### config.mk
export PLATFORM = sky130hd
export DESIGN_NAME = cache_victim_lfsr
export DESIGN_NICKNAME = d
export VERILOG_FILES = /design/src/rtl/cache_repl_pkg.sv /design/src/rtl/rotate_priority_onehot.sv /design/src/rtl/cache_victim_lfsr.sv
export SDC_FILE = /design/constraint.sdc
export NUM_CORES = 1
export LEC_CHECK = 0
export CAP_MARGIN = 10
export CORE_MARGIN = 2
export CORE_UTILIZATION = 40
export CTS_BUF_LIST = sky130_fd_sc_hd__clkbuf_2 sky130_fd_sc_hd__clkbuf_4 sky130_fd_sc_hd__clkbuf_8
export CTS_CLUSTER_DIAMETER = 200
export CTS_CLUSTER_SIZE = 12
export DETAILED_ROUTE_END_ITERATION = 8
export DONT_BUFFER_PORTS = 1
export GPL_TIMING_DRIVEN = 0
export PLACE_DENSITY_LB_ADDON = 0.25
export SETUP_SLACK_MARGIN = 0.1
export SLEW_MARGIN = 0
export SYNTH_ARGS = -nofsm -noshare
export SYNTH_HDL_FRONTEND = slang
export SYNTH_HIERARCHICAL = 1
export SYNTH_SLANG_ARGS = --single-unit
### constraint.sdc
create_clock -name clk -period 2.6 [get_ports clk]
set_input_delay 0.52 -clock clk [delete_from_list [all_inputs] [get_ports clk]]
set_output_delay 0.52 -clock clk [all_outputs]
set_load 0.05 [all_outputs]
### src/rtl/cache_repl_pkg.sv
// Shared replacement-policy constants: mode encodings, default seed and the
// maximal-length LFSR tap table used by the victim selector.
package cache_repl_pkg;

  localparam int MODE_LFSR = 0;
  localparam int MODE_RR   = 1;

  localparam int TAPS_MIN_LEN = 3;
  localparam int TAPS_MAX_LEN = 16;

  // All-ones reload value; the top slices it down to its own state width.
  localparam logic [15:0] SEED_DEFAULT = 16'hFFFF;

  // Tap masks for a right-shifting register whose new MSB is the XOR of the
  // masked bits. Bit i set means x^i appears in the primitive polynomial
  // x^L + ... + 1, so every entry cycles through 2^L-1 nonzero states.
  localparam logic [15:0] TAPS [3:16] = '{
    16'h0003,  //  3: x^3+x+1
    16'h0003,  //  4: x^4+x+1
    16'h0005,  //  5: x^5+x^2+1
    16'h0003,  //  6: x^6+x+1
    16'h0003,  //  7: x^7+x+1
    16'h001D,  //  8: x^8+x^4+x^3+x^2+1
    16'h0011,  //  9: x^9+x^4+1
    16'h0009,  // 10: x^10+x^3+1
    16'h0005,  // 11: x^11+x^2+1
    16'h0053,  // 12: x^12+x^6+x^4+x+1
    16'h001B,  // 13: x^13+x^4+x^3+x+1
    16'h0443,  // 14: x^14+x^10+x^6+x+1
    16'h0003,  // 15: x^15+x+1
    16'h100B   // 16: x^16+x^12+x^3+x+1
  };

endpackage

### src/rtl/rotate_priority_onehot.sv
// Rotating priority picker: grants the first requesting bit found when
// scanning upward from 'start', wrapping from N-1 back to 0. Zero grant when
// nothing requests. N must be a power of two so the index wraps for free.
module rotate_priority_onehot #(
  parameter int N = 4,
  localparam int SW = (N > 1) ? $clog2(N) : 1
) (
  input  logic [N-1:0]  req,
  input  logic [SW-1:0] start,
  output logic [N-1:0]  grant
);

  if (N == 1) begin : g_single
    assign grant = req;
  end else begin : g_scan
    logic [SW-1:0] idx_s;
    logic          found_s;

    // Walk the ways from start; SW-bit index arithmetic wraps modulo N.
    always_comb begin
      grant   = '0;
      found_s = 1'b0;
      idx_s   = start;
      for (int i = 0; i < N; i++) begin
        idx_s        = start + SW'(i);
        grant[idx_s] = req[idx_s] & ~found_s;
        found_s      = found_s | req[idx_s];
      end
    end
  end

endmodule

### src/rtl/cache_victim_lfsr.sv
// Cache victim-way selector. Invalid unlocked ways are filled first (lowest
// index); otherwise a pseudo-random (LFSR) or round-robin candidate picks the
// starting point of a wrap-around scan over the unlocked ways.
module cache_victim_lfsr
  import cache_repl_pkg::*;
#(
  parameter int                 NUMWAYS = 4,
  parameter int                 LFSRLEN = 4,
  parameter logic [LFSRLEN-1:0] SEED    = SEED_DEFAULT[LFSRLEN-1:0],
  parameter int                 MODE    = MODE_LFSR
) (
  input  logic               clk,
  input  logic               reset_n,
  input  logic               FlushStage,
  input  logic [NUMWAYS-1:0] ValidWay,
  input  logic [NUMWAYS-1:0] LockWay,
  input  logic               LRUWriteEn,
  input  logic               SetValid,
  input  logic               InvalidateCache,
  input  logic               SeedLoad,
  input  logic [LFSRLEN-1:0] SeedVal,
  output logic [NUMWAYS-1:0] VictimWay,
  output logic               NoVictim,
  output logic [LFSRLEN-1:0] RandState
);

  localparam int WAY_BITS = $clog2(NUMWAYS);
  localparam int IDXW     = (WAY_BITS > 0) ? WAY_BITS : 1;
  localparam int MIN_LEN  = ((WAY_BITS + 2) > TAPS_MIN_LEN) ? (WAY_BITS + 2) : TAPS_MIN_LEN;
  localparam bit IS_LFSR  = (MODE == MODE_LFSR);

  // Value taken on reset and on cache invalidation.
  localparam logic [LFSRLEN-1:0] RELOAD_VAL = IS_LFSR ? SEED : {LFSRLEN{1'b0}};
  localparam logic [LFSRLEN-1:0] TAP_MASK   = TAPS[LFSRLEN][LFSRLEN-1:0];

  if ((NUMWAYS < 1) || (NUMWAYS > 16) || ((NUMWAYS & (NUMWAYS - 1)) != 0) ||
      (LFSRLEN < MIN_LEN) || (LFSRLEN > TAPS_MAX_LEN) ||
      (SEED == {LFSRLEN{1'b0}}) ||
      ((MODE != MODE_LFSR) && (MODE != MODE_RR))) begin : g_param_check
    $error("cache_victim_lfsr: illegal parameters NUMWAYS=%0d LFSRLEN=%0d MODE=%0d",
           NUMWAYS, LFSRLEN, MODE);
  end

  logic [LFSRLEN-1:0] rand_q;
  logic [LFSRLEN-1:0] rand_d;
  logic [LFSRLEN-1:0] lfsr_next_s;
  logic [LFSRLEN-1:0] rr_next_s;
  logic               advance_s;
  logic               fb_s;

  assign advance_s = LRUWriteEn & SetValid & ~FlushStage;

  // Candidate successors for both policies.
  always_comb begin
    fb_s        = ^(rand_q & TAP_MASK);
    lfsr_next_s = {fb_s, rand_q[LFSRLEN-1:1]};
    rr_next_s   = '0;
    if (NUMWAYS > 1) begin
      rr_next_s[IDXW-1:0] = rand_q[IDXW-1:0] + IDXW'(1);
    end else begin
      rr_next_s = '0;
    end
  end

  // Next-state priority: seed load, invalidate, lock-up recovery, advance, hold.
  always_comb begin
    rand_d = rand_q;
    if (SeedLoad) begin
      if (IS_LFSR && (SeedVal == {LFSRLEN{1'b0}})) begin
        rand_d = SEED;
      end else begin
        rand_d = SeedVal;
      end
    end else if (InvalidateCache && !FlushStage) begin
      rand_d = RELOAD_VAL;
    end else if (IS_LFSR && (rand_q == {LFSRLEN{1'b0}})) begin
      rand_d = SEED;
    end else if (advance_s) begin
      rand_d = IS_LFSR ? lfsr_next_s : rr_next_s;
    end else begin
      rand_d = rand_q;
    end
  end

  // State register with synchronous active-low reset; reset drops any advance.
  always_ff @(posedge clk) begin
    if (!reset_n) begin
      rand_q <= RELOAD_VAL;
    end else begin
      rand_q <= rand_d;
    end
  end

  assign RandState = rand_q;

  if (NUMWAYS == 1) begin : g_one_way
    assign VictimWay = ~LockWay;
    assign NoVictim  = LockWay[0];
  end else begin : g_multi_way
    logic [NUMWAYS-1:0] free_s;
    logic [NUMWAYS-1:0] free_low_s;
    logic [NUMWAYS-1:0] scan_grant_s;

    rotate_priority_onehot #(
      .N (NUMWAYS)
    ) u_scan (
      .req   (~LockWay),
      .start (rand_q[IDXW-1:0]),
      .grant (scan_grant_s)
    );

    // Prefer the lowest free way; otherwise scan unlocked ways from the candidate.
    always_comb begin
      free_s     = ~ValidWay & ~LockWay;
      free_low_s = free_s & (~free_s + NUMWAYS'(1));
      if (free_s != '0) begin
        VictimWay = free_low_s;
      end else begin
        VictimWay = scan_grant_s;
      end
      NoVictim = &LockWay;
    end
  end

endmodule

After elaboration in Yosys (flattened, before gate mapping) --
Index checks and enable logic that the tools add are counted.
Cells by class: multiplexer cells 25, add/sub/neg operators 4, bitwise operators 17, order comparisons 8, reductions and logical operators 12
Operators by type and width (number):
- 4-bit 2-to-1 mux | 6
- 4-bit bitwise AND | 3
- 4-bit bitwise mux | 3
- 2-bit by 3-bit < comparator with 1-bit output (second input constant) | 4
- 4-bit inverter | 3
- 1-bit binary-select mux with 2-bit select | 4
- 1-bit demux with 2-bit select | 4
- 2-bit by 1-bit >= comparator with 1-bit output (second input constant) | 4
- 4-bit zero test | 2
- 1-bit 2-to-1 mux | 8
- 4-bit nonzero test | 2
- 1-bit bitwise AND | 5
- 1-bit logical AND | 5
- 2-bit adder (second input constant) | 2
- 4-bit by 1-bit adder with 4-bit output (second input constant) | 1
- 1-bit inverter | 4
- 4-bit AND reduction | 1
- 4-bit parity | 1
- 2-bit by 1-bit adder with 2-bit output (second input constant) | 1
- 1-bit bitwise OR | 2
- 1-bit zero test | 1
Word-level totals: register bits after elaboration 4, output and inout port bits 9, input port bits 19

Logic depth before layout (Yosys ltp) --
Gate-level depths: netlist (run 1).
word-level depth 9, mapped depth 9, depth with buffers taken out 9

By module --
Netlist (run 1), hierarchy kept.
By module, submodules not included:
- rotate_priority_onehot | sequential area each 0.0 um^2, area an instance 382.9 um^2, cells each 38, instances 1
- cache_victim_lfsr | sequential area each 80.1 um^2, area an instance 364.1 um^2, cells each 50, instances 1

Least setup slack after synthesis (run 1) --
OpenSTA, ideal clock, no wires.
path kind flip-flop to output port, from register rand_q[0] (netlist: RandState[0]), to output VictimWay[3], data arrival time 3357 ps, stages on the path, launching flop included 9, setup slack -1277 ps, data required time 2080 ps, cells stage by stage dfxtp_1 inv_1 ha_1 mux4_2 nor4b_4 nor2b_1 nor3_1 nor2_1 nor3_1
Between the ends: word-level cells in the longest chain between the ends 9, elaborated cells between the ends (all ways) 44
RTL lines:
- start: declaration | RTL line cache_victim_lfsr.sv:44 | logic [LFSRLEN-1:0] rand_q;
- start signal: assignment | RTL line cache_victim_lfsr.sv:90 | rand_q <= rand_d;
- 2-bit by 1-bit adder with 2-bit output (tied with other cells) | RTL line rotate_priority_onehot.sv:25 | idx_s = start + SW'(i);
- 2-bit by 3-bit < comparator with 1-bit output (not written as such) (tied with other cells) | RTL line rotate_priority_onehot.sv:26 | grant[idx_s] = req[idx_s] & ~found_s;
- 1-bit logical AND (not written as such) (tied with other cells) | RTL line rotate_priority_onehot.sv:26
- 1-bit 2-to-1 mux (not written as such) (tied with other cells) | RTL line rotate_priority_onehot.sv:26
- 1-bit demux with 2-bit select (tied with other cells)
- 4-bit bitwise mux (tied with other cells) | RTL line rotate_priority_onehot.sv:26
- 4-bit bitwise mux or 1-bit bitwise AND (tied branches) | RTL line rotate_priority_onehot.sv:26
- 4-bit bitwise mux * | RTL line rotate_priority_onehot.sv:26
- net g_multi_way.scan_grant_s[3] | RTL line cache_victim_lfsr.sv:102 | logic [NUMWAYS-1:0] scan_grant_s;
- 4-bit 2-to-1 mux * | RTL line cache_victim_lfsr.sv:116 | if (free_s != '0) begin
- end: declaration | RTL line cache_victim_lfsr.sv:22 | output logic [NUMWAYS-1:0] VictimWay,
The timed path passes the listed nets; every way through them passes the cells marked *. The select of a mux whose other input is x is not followed.

Worst setup path after layout (run 1) --
Same ends and word-level chain as after synthesis.

==> impl_metrics.json, run 1 <==
{
  "relSlewSlack_pct": 21.3,
  "worstSetupPathType": "flip-flop to output pin",
  "drive_above_1_share_pct": 39.0,
  "cp-startpoint": "RandState[0]",
  "cts_root_buffer": "clkbuf_4",
  "worst_ir_drop_vdd_uv": 308,
  "worst_r2r_endpoint": "RandState[3]",
  "row_count": 15,
  "synthesis.nets": 115,
  "grt_pass1_vias": 684,
  "io_buffers": 0,
  "setup.worst_path.start_class": "flip-flop",
  "relative_contribution_of_combinational_cells_to_total_power_pct": 54.9,
  "seq_cells_post_synth": 4,
  "totalPowerFinal_w": 0.000365,
  "fin_skew_ps": 1.68,
  "finalWirelength_mm": 1.76,
  "power.density_cell_area_mw_per_mm2": 380,
  "track_usage_pct": 17.6,
  "tritoncts.num_buffers": 3,
  "insertedDiodeCount": 0,
  "grt_setup_unrepaired": "true",
  "post-place-cells": 113,
  "final.hold.worst_slack_ps": 381,
  "cts_tree": "done",
  "ctsHoldBuffers": 0,
  "cp_num_buf_inv": 1,
  "via_per_inst": 6.03,
  "critical_path_peak_fanout": 8,
  "grt_start_max_net_pins": 10,
  "timing.final.max_slew_violations": 0,
  "sum_of_net_half_perimeters_after_detailed_placement_mm": 1.34,
  "worstPathArrival_ps": 2510,
  "max-clock-path-buffers": 2,
  "clock.fmax_mhz": 330,
  "detail-route-antenna-nets": 0,
  "clk-insertion-delay-late_ps": 230,
  "post_synth_instance_area_um2": 747,
  "yosysWarningCount": 6,
  "required_ps": 2080,
  "max_reg_flops": 4,
  "timing.rr.start": "RandState[0]",
  "fp.dieArea_mm2": 0.00223,
  "crit_chain": "inv_4 > ha_4 > mux4_2 > nor3b_2 > nor2b_1 > nor3_1 > nor2_1 > nor3_4",
  "power.internal_w": 0.000208,
  "finalWeightedCongestion": 0.731,
  "finalCritPeriodShare_pct": 117,
  "synth.lib_cells_used.distinct": 25,
  "worst_path_clk_slew_ps": 30,
  "detailedRoute.firstIterationViolations": 20,
  "report.final.setup_viol": 4,
  "regToRegSetupSlack_ps": 650,
  "violations": "negative setup slack",
  "number_of_antenna_violations_at_the_first_check_in_global_routing": 0,
  "placement.setup.worst_slack_ps": -288,
  "drc": 0,
  "clock_power_share_pct": 19.6,
  "cts-htree-levels": 1,
  "die_width_um": 47.2,
  "numClockSinks": 4,
  "synth_sequential_area_ratio_pct": 10.7,
  "dr_total_vias": 754,
  "setup.worst_path.end_class": "output pin",
  "fillerInstances": 169,
  "worstHoldPathType": "input port to flip-flop",
  "max_slew.worst_pin.slew_ps": 1170,
  "finalCriticalPeriod_ps": 3030,
  "static-leakage-power_nw": 0.397,
  "synth_cells": 88,
  "die_height_um": 47.2,
  "core_region_area_mm2": 0.00175,
  "fin_nets": 129,
  "seqPwrFrac_pct": 25.5,
  "crit_slowest_cell": "dfxtp_4",
  "switching_share_pct": 42.9,
  "crit_path_end": "VictimWay[3]",
  "dr.pass1.iters": 4,
  "pin_count": 28,
  "syn_area_per_cell_um2": 8.49,
  "worstRegToRegCells": 6,
  "stdcell_count": 125,
  "postLayoutSetupSlackWorst_ps": -433,
  "gr-total-overflow": 0,
  "wire_length_of_the_first_global_routing_pass_mm": 2.78,
  "netSwitchingPower_w": 0.000156,
  "cp_slowest_stage_delay_ps": 500,
  "run_status": "finished, violations left",
  "worst_path_dominant_cell_family": "simple AND/OR/NAND/NOR gates",
  "route.detailed.wl_per_inst_um": 14.0,
  "cp_num_cells": 8,
  "areaGrowthSynthToFinish_pct": 28.5,
  "max_cap_violations": 0,
  "start_util_pct": 42.8,
  "finalHoldViolCount": 0
}
power by group through the flow:
stage          combinational [W]  sequential (W)   clock, W
3_5_place_dp            0.000168       0.0000961          0
2_1_floorplan           0.000147       0.0000928          0
5_1_grt                 0.000218       0.0000942  0.0000802
4_1_cts                 0.000195       0.0000934  0.0000746
3_3_place_gp            0.000163       0.0000961          0
6_report                0.000200       0.0000929  0.0000716
routing by layer:
layer,track usage (%),wire length [um],vias up
met1,21.1,698,365
met3,4.62,87,0
met5,0,0,-
met2,31.5,969,21
met4,3.33,0,0
li1,-,-,368
kinds of logic (layout without fill, tap and decap cells):
group | count (synthesis) | after routing | synth area share, %
multiplexers | 4 | 4 | 12.1
buffers and inverters | 9 | 21 | 4.52
AND/OR/NAND/NOR | 45 | 45 | 38.2
adder cells (fa/ha/maj) | 8 | 8 | 13.4
flip-flops | 4 | 4 | 10.7
AO/OA/AOI/OAI | 18 | 18 | 21.1
Yosys cell counts (all sizes together):
library cell,number,area (um^2)
inv,9,33.8
nor3,9,45.0
ha,8,100
nand2,7,26.3
nor2,7,26.3
nor3b,7,57.6
a2111oi,6,65.1
nor2b,6,40.0
dfxtp,4,80.1
mux4,4,90.1
o221ai,4,35.0
and3b,3,26.3
nand3b,3,22.5
a21o,2,15.0
o22ai,2,12.5
a22oi,1,7.51
a31oi,1,6.26
nor4,1,6.26
nor4b,1,23.8
o21a,1,7.51
o311ai,1,8.76
or3,1,11.3
area by class of cell:
type	count	area, um^2	share of cell area (%)
Multi-Input combinational cell	75	718	74.8
Sequential cell	4	87.6	9.13
Timing Repair Buffer	9	61.3	6.39
Inverter	9	38.8	4.04
Tap cell	25	31.3	3.26
Clock buffer	3	22.5	2.35
stage by stage:
stage / TNS (ps) / util, % / area [um^2]
final: -1280 / 55.0 / 960
after global routing: -1810 / 55.0 / 960
after CTS: -1500 / 54.1 / 943
after detailed placement: -733 / 47.6 / 831
after global placement: -734 / 47.2 / 825
after floorplan: -212 / - / 793
layout by cell type, fill, tap and decap left out, types with 2 or more instances in the layout:
| master | netlist | routed |
|---|---|---|
| a2111oi_0 | 4 | 4 |
| nand3b_1 | 3 | 3 |
| inv_2 | 0 | 3 |
| ha_1 | 8 | 7 |
| nor2b_1 | 5 | 4 |
| dfxtp_1 | 4 | 2 |
| clkbuf_4 | 0 | 3 |
| nor2b_2 | 1 | 2 |
| nand2_1 | 7 | 6 |
| nor3_1 | 9 | 7 |
| o22ai_1 | 2 | 2 |
| inv_1 | 9 | 4 |
| mux4_2 | 4 | 4 |
| o221ai_1 | 4 | 4 |
| nor2_1 | 7 | 5 |
| a21o_4 | 0 | 2 |
| inv_4 | 0 | 2 |
| nor3b_1 | 6 | 6 |
| and3b_1 | 3 | 3 |
| buf_4 | 0 | 7 |
| dfxtp_4 | 0 | 2 |
worst min path at each step:
stage	from	end	slack (ps)	cells past startpoint
after floorplan	reset_n	RandState[0]	600	1
final	reset_n	RandState[0]	380	1
after global routing	reset_n	RandState[3]	380	1
after global placement	reset_n	RandState[0]	610	1
after CTS	reset_n	RandState[0]	380	1
after detailed placement	reset_n	RandState[0]	610	1
what timing repair did:
item                                    in CTS  in global routing
buffers inserted                             9                  1
endpoints found under the setup margin       4                  4
resized for setup                            5                  3
pin swaps                                    5                  4
hold endpoints to repair                     0                  0
Power figures use the tool's default switching activity.
==> run 2: changes to the inputs <==
Settings changed: REMOVE_ABC_BUFFERS from default to 1.
==> run 2 against run 1 <==
  * The flow still finishes with violations (negative setup slack)
  * Global-route usage is 1.3 points lower
  * Die area stayed put
  * Wire length is 9.7% higher
  * Final cell count is 3.2% higher
  * Worst hold slack worse by 11 ps
  * Sequential cell count stayed put
  * Utilization is 4.4 points higher
  * Clock skew is 1.3 ps higher
  * Power is 9.4% higher
  * Sequential power is 0.4% higher
  * Non-clock buffer count is 4 higher
  * Critical path type unchanged
==> impl_metrics.json, run 2 (synthesis gave the netlist of run 1 again) <==
{
  "run_status": "finished, violations left",
  "violations": "negative setup slack",
  "clock.fmax_mhz": 329,
  "stdcell_count": 129,
  "worst_path_clk_slew_ps": 40,
  "setup.worst_path.end_class": "output pin",
  "pin_count": 28,
  "fp.dieArea_mm2": 0.00223,
  "insertedDiodeCount": 0,
  "fin_skew_ps": 3.01,
  "finalWeightedCongestion": 0.813,
  "max_cap_violations": 0,
  "cts_root_buffer": "clkbuf_4",
  "critical_path_peak_fanout": 8,
  "dr.pass1.iters": 4,
  "numClockSinks": 4,
  "grt_setup_unrepaired": "true",
  "start_util_pct": 42.8,
  "row_count": 15,
  "core_region_area_mm2": 0.00175,
  "static-leakage-power_nw": 0.452,
  "areaGrowthSynthToFinish_pct": 38.7,
  "cts_tree": "done",
  "tns_ps": -1530,
  "worstSetupPathType": "flip-flop to output pin",
  "report.final.setup_viol": 4,
  "grt_start_max_net_pins": 10,
  "layout.cells.most_common": "buf_4",
  "tritoncts.num_buffers": 3,
  "cts-htree-levels": 1,
  "die_width_um": 47.2,
  "layout.cells.most_common_list": "buf_4 (10), inv_1 (7), nor3_1 (7), ha_1 (7)",
  "die_height_um": 47.2,
  "route.detailed.wl_per_inst_um": 14.9,
  "max_slew.worst_pin.slew_ps": 1180,
  "relSlewSlack_pct": 20.6,
  "power.density_cell_area_mw_per_mm2": 385,
  "sum_of_net_half_perimeters_after_detailed_placement_mm": 1.23,
  "ctsHoldBuffers": 0,
  "detail-route-antenna-nets": 0,
  "detailedRoute.firstIterationViolations": 14,
  "finalHoldViolCount": 0,
  "number_of_antenna_violations_at_the_first_check_in_global_routing": 0,
  "io_buffers": 0,
  "timing.final.max_slew_violations": 0,
  "worstPathArrival_ps": 2520,
  "post-place-cells": 114,
  "finalCriticalPeriod_ps": 3040,
  "via_per_inst": 6.05,
  "drc": 0,
  "finalWirelength_mm": 1.93,
  "worst_ir_drop_vdd_uv": 178,
  "max-clock-path-buffers": 2,
  "dr_total_vias": 780,
  "setup.worst_path.start_class": "flip-flop",
  "required_ps": 2080,
  "track_usage_pct": 16.3,
  "gr-total-overflow": 0,
  "fin_nets": 133,
  "max_reg_flops": 4,
  "postLayoutSetupSlackWorst_ps": -441,
  "drive_above_1_share_pct": 39.4,
  "wire_length_of_the_first_global_routing_pass_mm": 2.64,
  "worstHoldPathType": "input port to flip-flop",
  "clk-insertion-delay-late_ps": 230,
  "finalCritPeriodShare_pct": 117,
  "grt_pass1_vias": 689,
  "totalPowerFinal_w": 0.000399
}
run 2: changes by cell type in the layout (fill, tap and decap cells not counted), sizes merged:
cell | before | now
buf | 9 | 12
clkdlybuf4s18 | 0 | 1
run 2: cell type report:
type | count | area (um^2)
Clock buffer | 3 | 22.5
Sequential cell | 4 | 87.6
Tap cell | 25 | 31.3
Multi-Input combinational cell | 75 | 756
Fill cell | 156 | 709
Timing Repair Buffer | 13 | 100
Inverter | 9 | 38.8
run 2: metrics by stage:
step / utilization (%) / hold WS (ps) / setup WS (ps) / area, um^2
2_1_floorplan: - / 599 / -1280 / 747
3_3_place_gp: 44.6 / 610 / -1560 / 778
3_5_place_dp: 45.4 / 606 / -1360 / 792
4_1_cts: 53.5 / 366 / -390 / 935
5_1_grt: 59.4 / 371 / -595 / 1040
6_report: 59.4 / 370 / -441 / 1040
run 2: worst max-delay path, stage by stage, from the launching register on:
cell and delay, ps:
dfxtp_4 510, inv_4 60, ha_4 290, mux4_2 370, nor4b_4 280, o22ai_1 100
a31oi_1 180, o21a_1 170, nor2_2 50, nor2_4 280
run 2: worst paths after layout:
path | slack [ps] | to | startpoint | depth (start not counted)
worst max-delay path | -440 | VictimWay[2] | RandState[0] | 9
worst min-delay path | 370 | RandState[3] | reset_n | 1
worst max register to register | 600 | RandState[1] | RandState[0] | 6
worst min register to register | 800 | RandState[3] | RandState[3] | 2
run 2: routing by layer:
layer	GRT usage, %	share of wire [%]
met1	19.1	41
met2	30.1	51
met3	2.31	6.2
met4	5.00	1.5
met5	0	0
run 2: power breakdown:
group | internal [W] | switching (W) | total, W
clock network | 0.0000515 | 0.0000238 | 0.0000753
logic | 0.000109 | 0.000121 | 0.000230
registers | 0.0000664 | 0.0000269 | 0.0000933
run 2: what timing repair did:
action | in CTS | in global routing
resized for setup | 15 | 14
buffers inserted | 10 | 2
setup endpoints to repair | 4 | 4
pin swaps | 5 | 6
==> run 3: changes to the inputs <==
Settings changed: PLACE_DENSITY_LB_ADDON 0.25 to 0.3.
==> run 3 against run 2 <==
  * Clock-buffer cell count unchanged
  * Worst setup slack got worse by 33 ps
  * The run still ends with negative setup slack left
  * Critical endpoint unchanged
  * Worst hold slack got worse by 9.2 ps
  * Combinational power decreased by 7%
  * Global-route usage increased by 1.1 points
  * Largest power group unchanged
  * Highest routed layer unchanged
==> impl_metrics.json, run 3 (synthesis gave the netlist of run 1 again) <==
{
  "finalWirelength_mm": 1.98,
  "insertedDiodeCount": 0,
  "critical_path_peak_fanout": 8,
  "areaGrowthSynthToFinish_pct": 33.0,
  "placed_cell_area_um2": 792,
  "tritoncts.num_buffers": 3,
  "max_slew.worst_pin.slew_ps": 1180,
  "static-leakage-power_nw": 0.433,
  "route.detailed.wl_per_inst_um": 15.7,
  "finalHoldViolCount": 0,
  "worstPathArrival_ps": 2550,
  "drc": 0,
  "totalPowerFinal_w": 0.000388,
  "run_status": "finished, violations left",
  "max_cap_violations": 0,
  "required_ps": 2080,
  "final_design_area_no_fill_um2": 993,
  "crit_slowest_cell": "dfxtp_4",
  "pin_count": 28,
  "timing.hold.worst.start": "reset_n",
  "start_util_pct": 42.8,
  "setup.worst_path.end_class": "output pin",
  "finalCriticalPeriod_ps": 3070,
  "switching_share_pct": 43.7,
  "cts_root_buffer": "clkbuf_4",
  "clock.fmax_mhz": 325,
  "sequential_standard_cell_area_um2": 87.6,
  "cp-startpoint": "RandState[0]",
  "max_reg_flops": 4,
  "clock_power_share_pct": 20.5,
  "core_region_area_mm2": 0.00175,
  "die_height_um": 47.2,
  "worstSetupPathType": "flip-flop to output pin",
  "fillerInstances": 171,
  "relSlewSlack_pct": 20.9,
  "fin_skew_ps": 0.0609,
  "number_of_antenna_violations_at_the_first_check_in_global_routing": 0,
  "seqPwrFrac_pct": 24.0,
  "cp_slowest_stage_delay_ps": 500,
  "worst_ir_drop_vdd_uv": 138,
  "relative_contribution_of_combinational_cells_to_total_power_pct": 55.5,
  "dr_total_vias": 759,
  "dr.pass1.iters": 4,
  "cts-htree-levels": 1,
  "numClockSinks": 4,
  "fp.dieArea_mm2": 0.00223,
  "worstHoldPathType": "input port to flip-flop",
  "row_count": 15,
  "layout.cells.most_common_list": "inv_1 (7), nor3_1 (7), ha_1 (7)",
  "sum_of_net_half_perimeters_after_detailed_placement_mm": 1.30,
  "gr-total-overflow": 0,
  "grt_start_max_net_pins": 10,
  "placement.setup.worst_slack_ps": -1400,
  "fin_nets": 130,
  "grt_pass1_vias": 675,
  "drive_above_1_share_pct": 35.6,
  "power.density_cell_area_mw_per_mm2": 390,
  "grt_setup_unrepaired": "true",
  "detail-route-antenna-nets": 0,
  "die_width_um": 47.2,
  "io_buffers": 0,
  "report.final.setup_viol": 4,
  "finalCritPeriodShare_pct": 118,
  "netSwitchingPower_w": 0.000170,
  "via_per_inst": 6.02,
  "clk-insertion-delay-late_ps": 240,
  "postLayoutSetupSlackWorst_ps": -474,
  "max-clock-path-buffers": 2,
  "violations": "negative setup slack",
  "detailedRoute.firstIterationViolations": 29,
  "cts_tree": "done",
  "multi_input_comb_area_um2": 723,
  "finalWeightedCongestion": 0.681,
  "timing.rr.start": "RandState[0]",
  "worst_path_clk_slew_ps": 40,
  "ctsHoldBuffers": 0,
  "setup.worst_path.start_class": "flip-flop",
  "track_usage_pct": 17.3,
  "power.internal_w": 0.000218,
  "wire_length_of_the_first_global_routing_pass_mm": 2.77,
  "timing.final.max_slew_violations": 0,
  "crit_chain": "inv_4 > ha_4 > mux4_2 > nor4b_4 > o22ai_1 > a31oi_1 > o21a_1 > nor2_1 > nor2_4"
}
==> run 3: changes by cell type in the layout (fill, tap and decap cells not counted) <==
cell	delta
buf_12	+1
buf_4	-4
a2111oi_4	-2
nor2_1	+1
a2111oi_2	+2
a22oi_2	-1
a22oi_1	+1
nor2_2	-1
==> run 3: routing by layer <==
metal | GRT usage, % | wire, um | vias up
met5 | 0 | 0 | -
met4 | 1.67 | 12 | 0
met3 | 2.69 | 100 | 2
met2 | 31.5 | 1030 | 24
met1 | 22.2 | 840 | 364
li1 | - | - | 369
==> run 3: final timing paths <==
check	end	slack, ps	depth (start not counted)
setup / recovery	VictimWay[2]	-470	9
hold / removal	RandState[2]	360	1
setup reg to reg	RandState[1]	610	6
hold reg to reg	RandState[3]	800	2
==> run 3: repair_timing <==
item	4_1_cts	5_1_grt
gates resized for setup	18	7
setup endpoints to repair	4	4
hold endpoints to repair	0	0
pin swaps	5	5
buffers inserted	8	1
==> run 3: area by class of cell <==
cell class                      count  area share [%]
Multi-Input combinational cell     75            72.8
Sequential cell                     4            8.82
Tap cell                           25            3.15
Inverter                            9            3.90
Timing Repair Buffer               10            9.07
Clock buffer                        3            2.27
==> run 3: power groups by stage <==
stage | combinational, W | clock, W | sequential, W
CTS | 0.000196 | 0.0000811 | 0.0000935
floorplan | 0.000135 | 0 | 0.0000921
global route | 0.000228 | 0.0000855 | 0.0000947
finish | 0.000215 | 0.0000794 | 0.0000932
detailed placement | 0.000156 | 0 | 0.0000958
global placement | 0.000151 | 0 | 0.0000951
==> run 3: stage by stage <==
stage	TNS (ps)	cells	utilization [%]	hold WS, ps
global placement	-4640	113	44.6	611
detailed placement	-3980	114	45.4	604
CTS	-1600	125	54.2	360
finish	-1660	126	56.9	361
floorplan	-3530	88	-	599
global route	-2040	126	56.9	356
==> run 3: critical path: cells and delay by family, from the launching register on <==
family          cells  cell delay [ps]
compound gates      3              470
fa+ha+maj           1              280
buf+inv             1               70
flops               1              500
mux                 1              370
simple gates        3              630
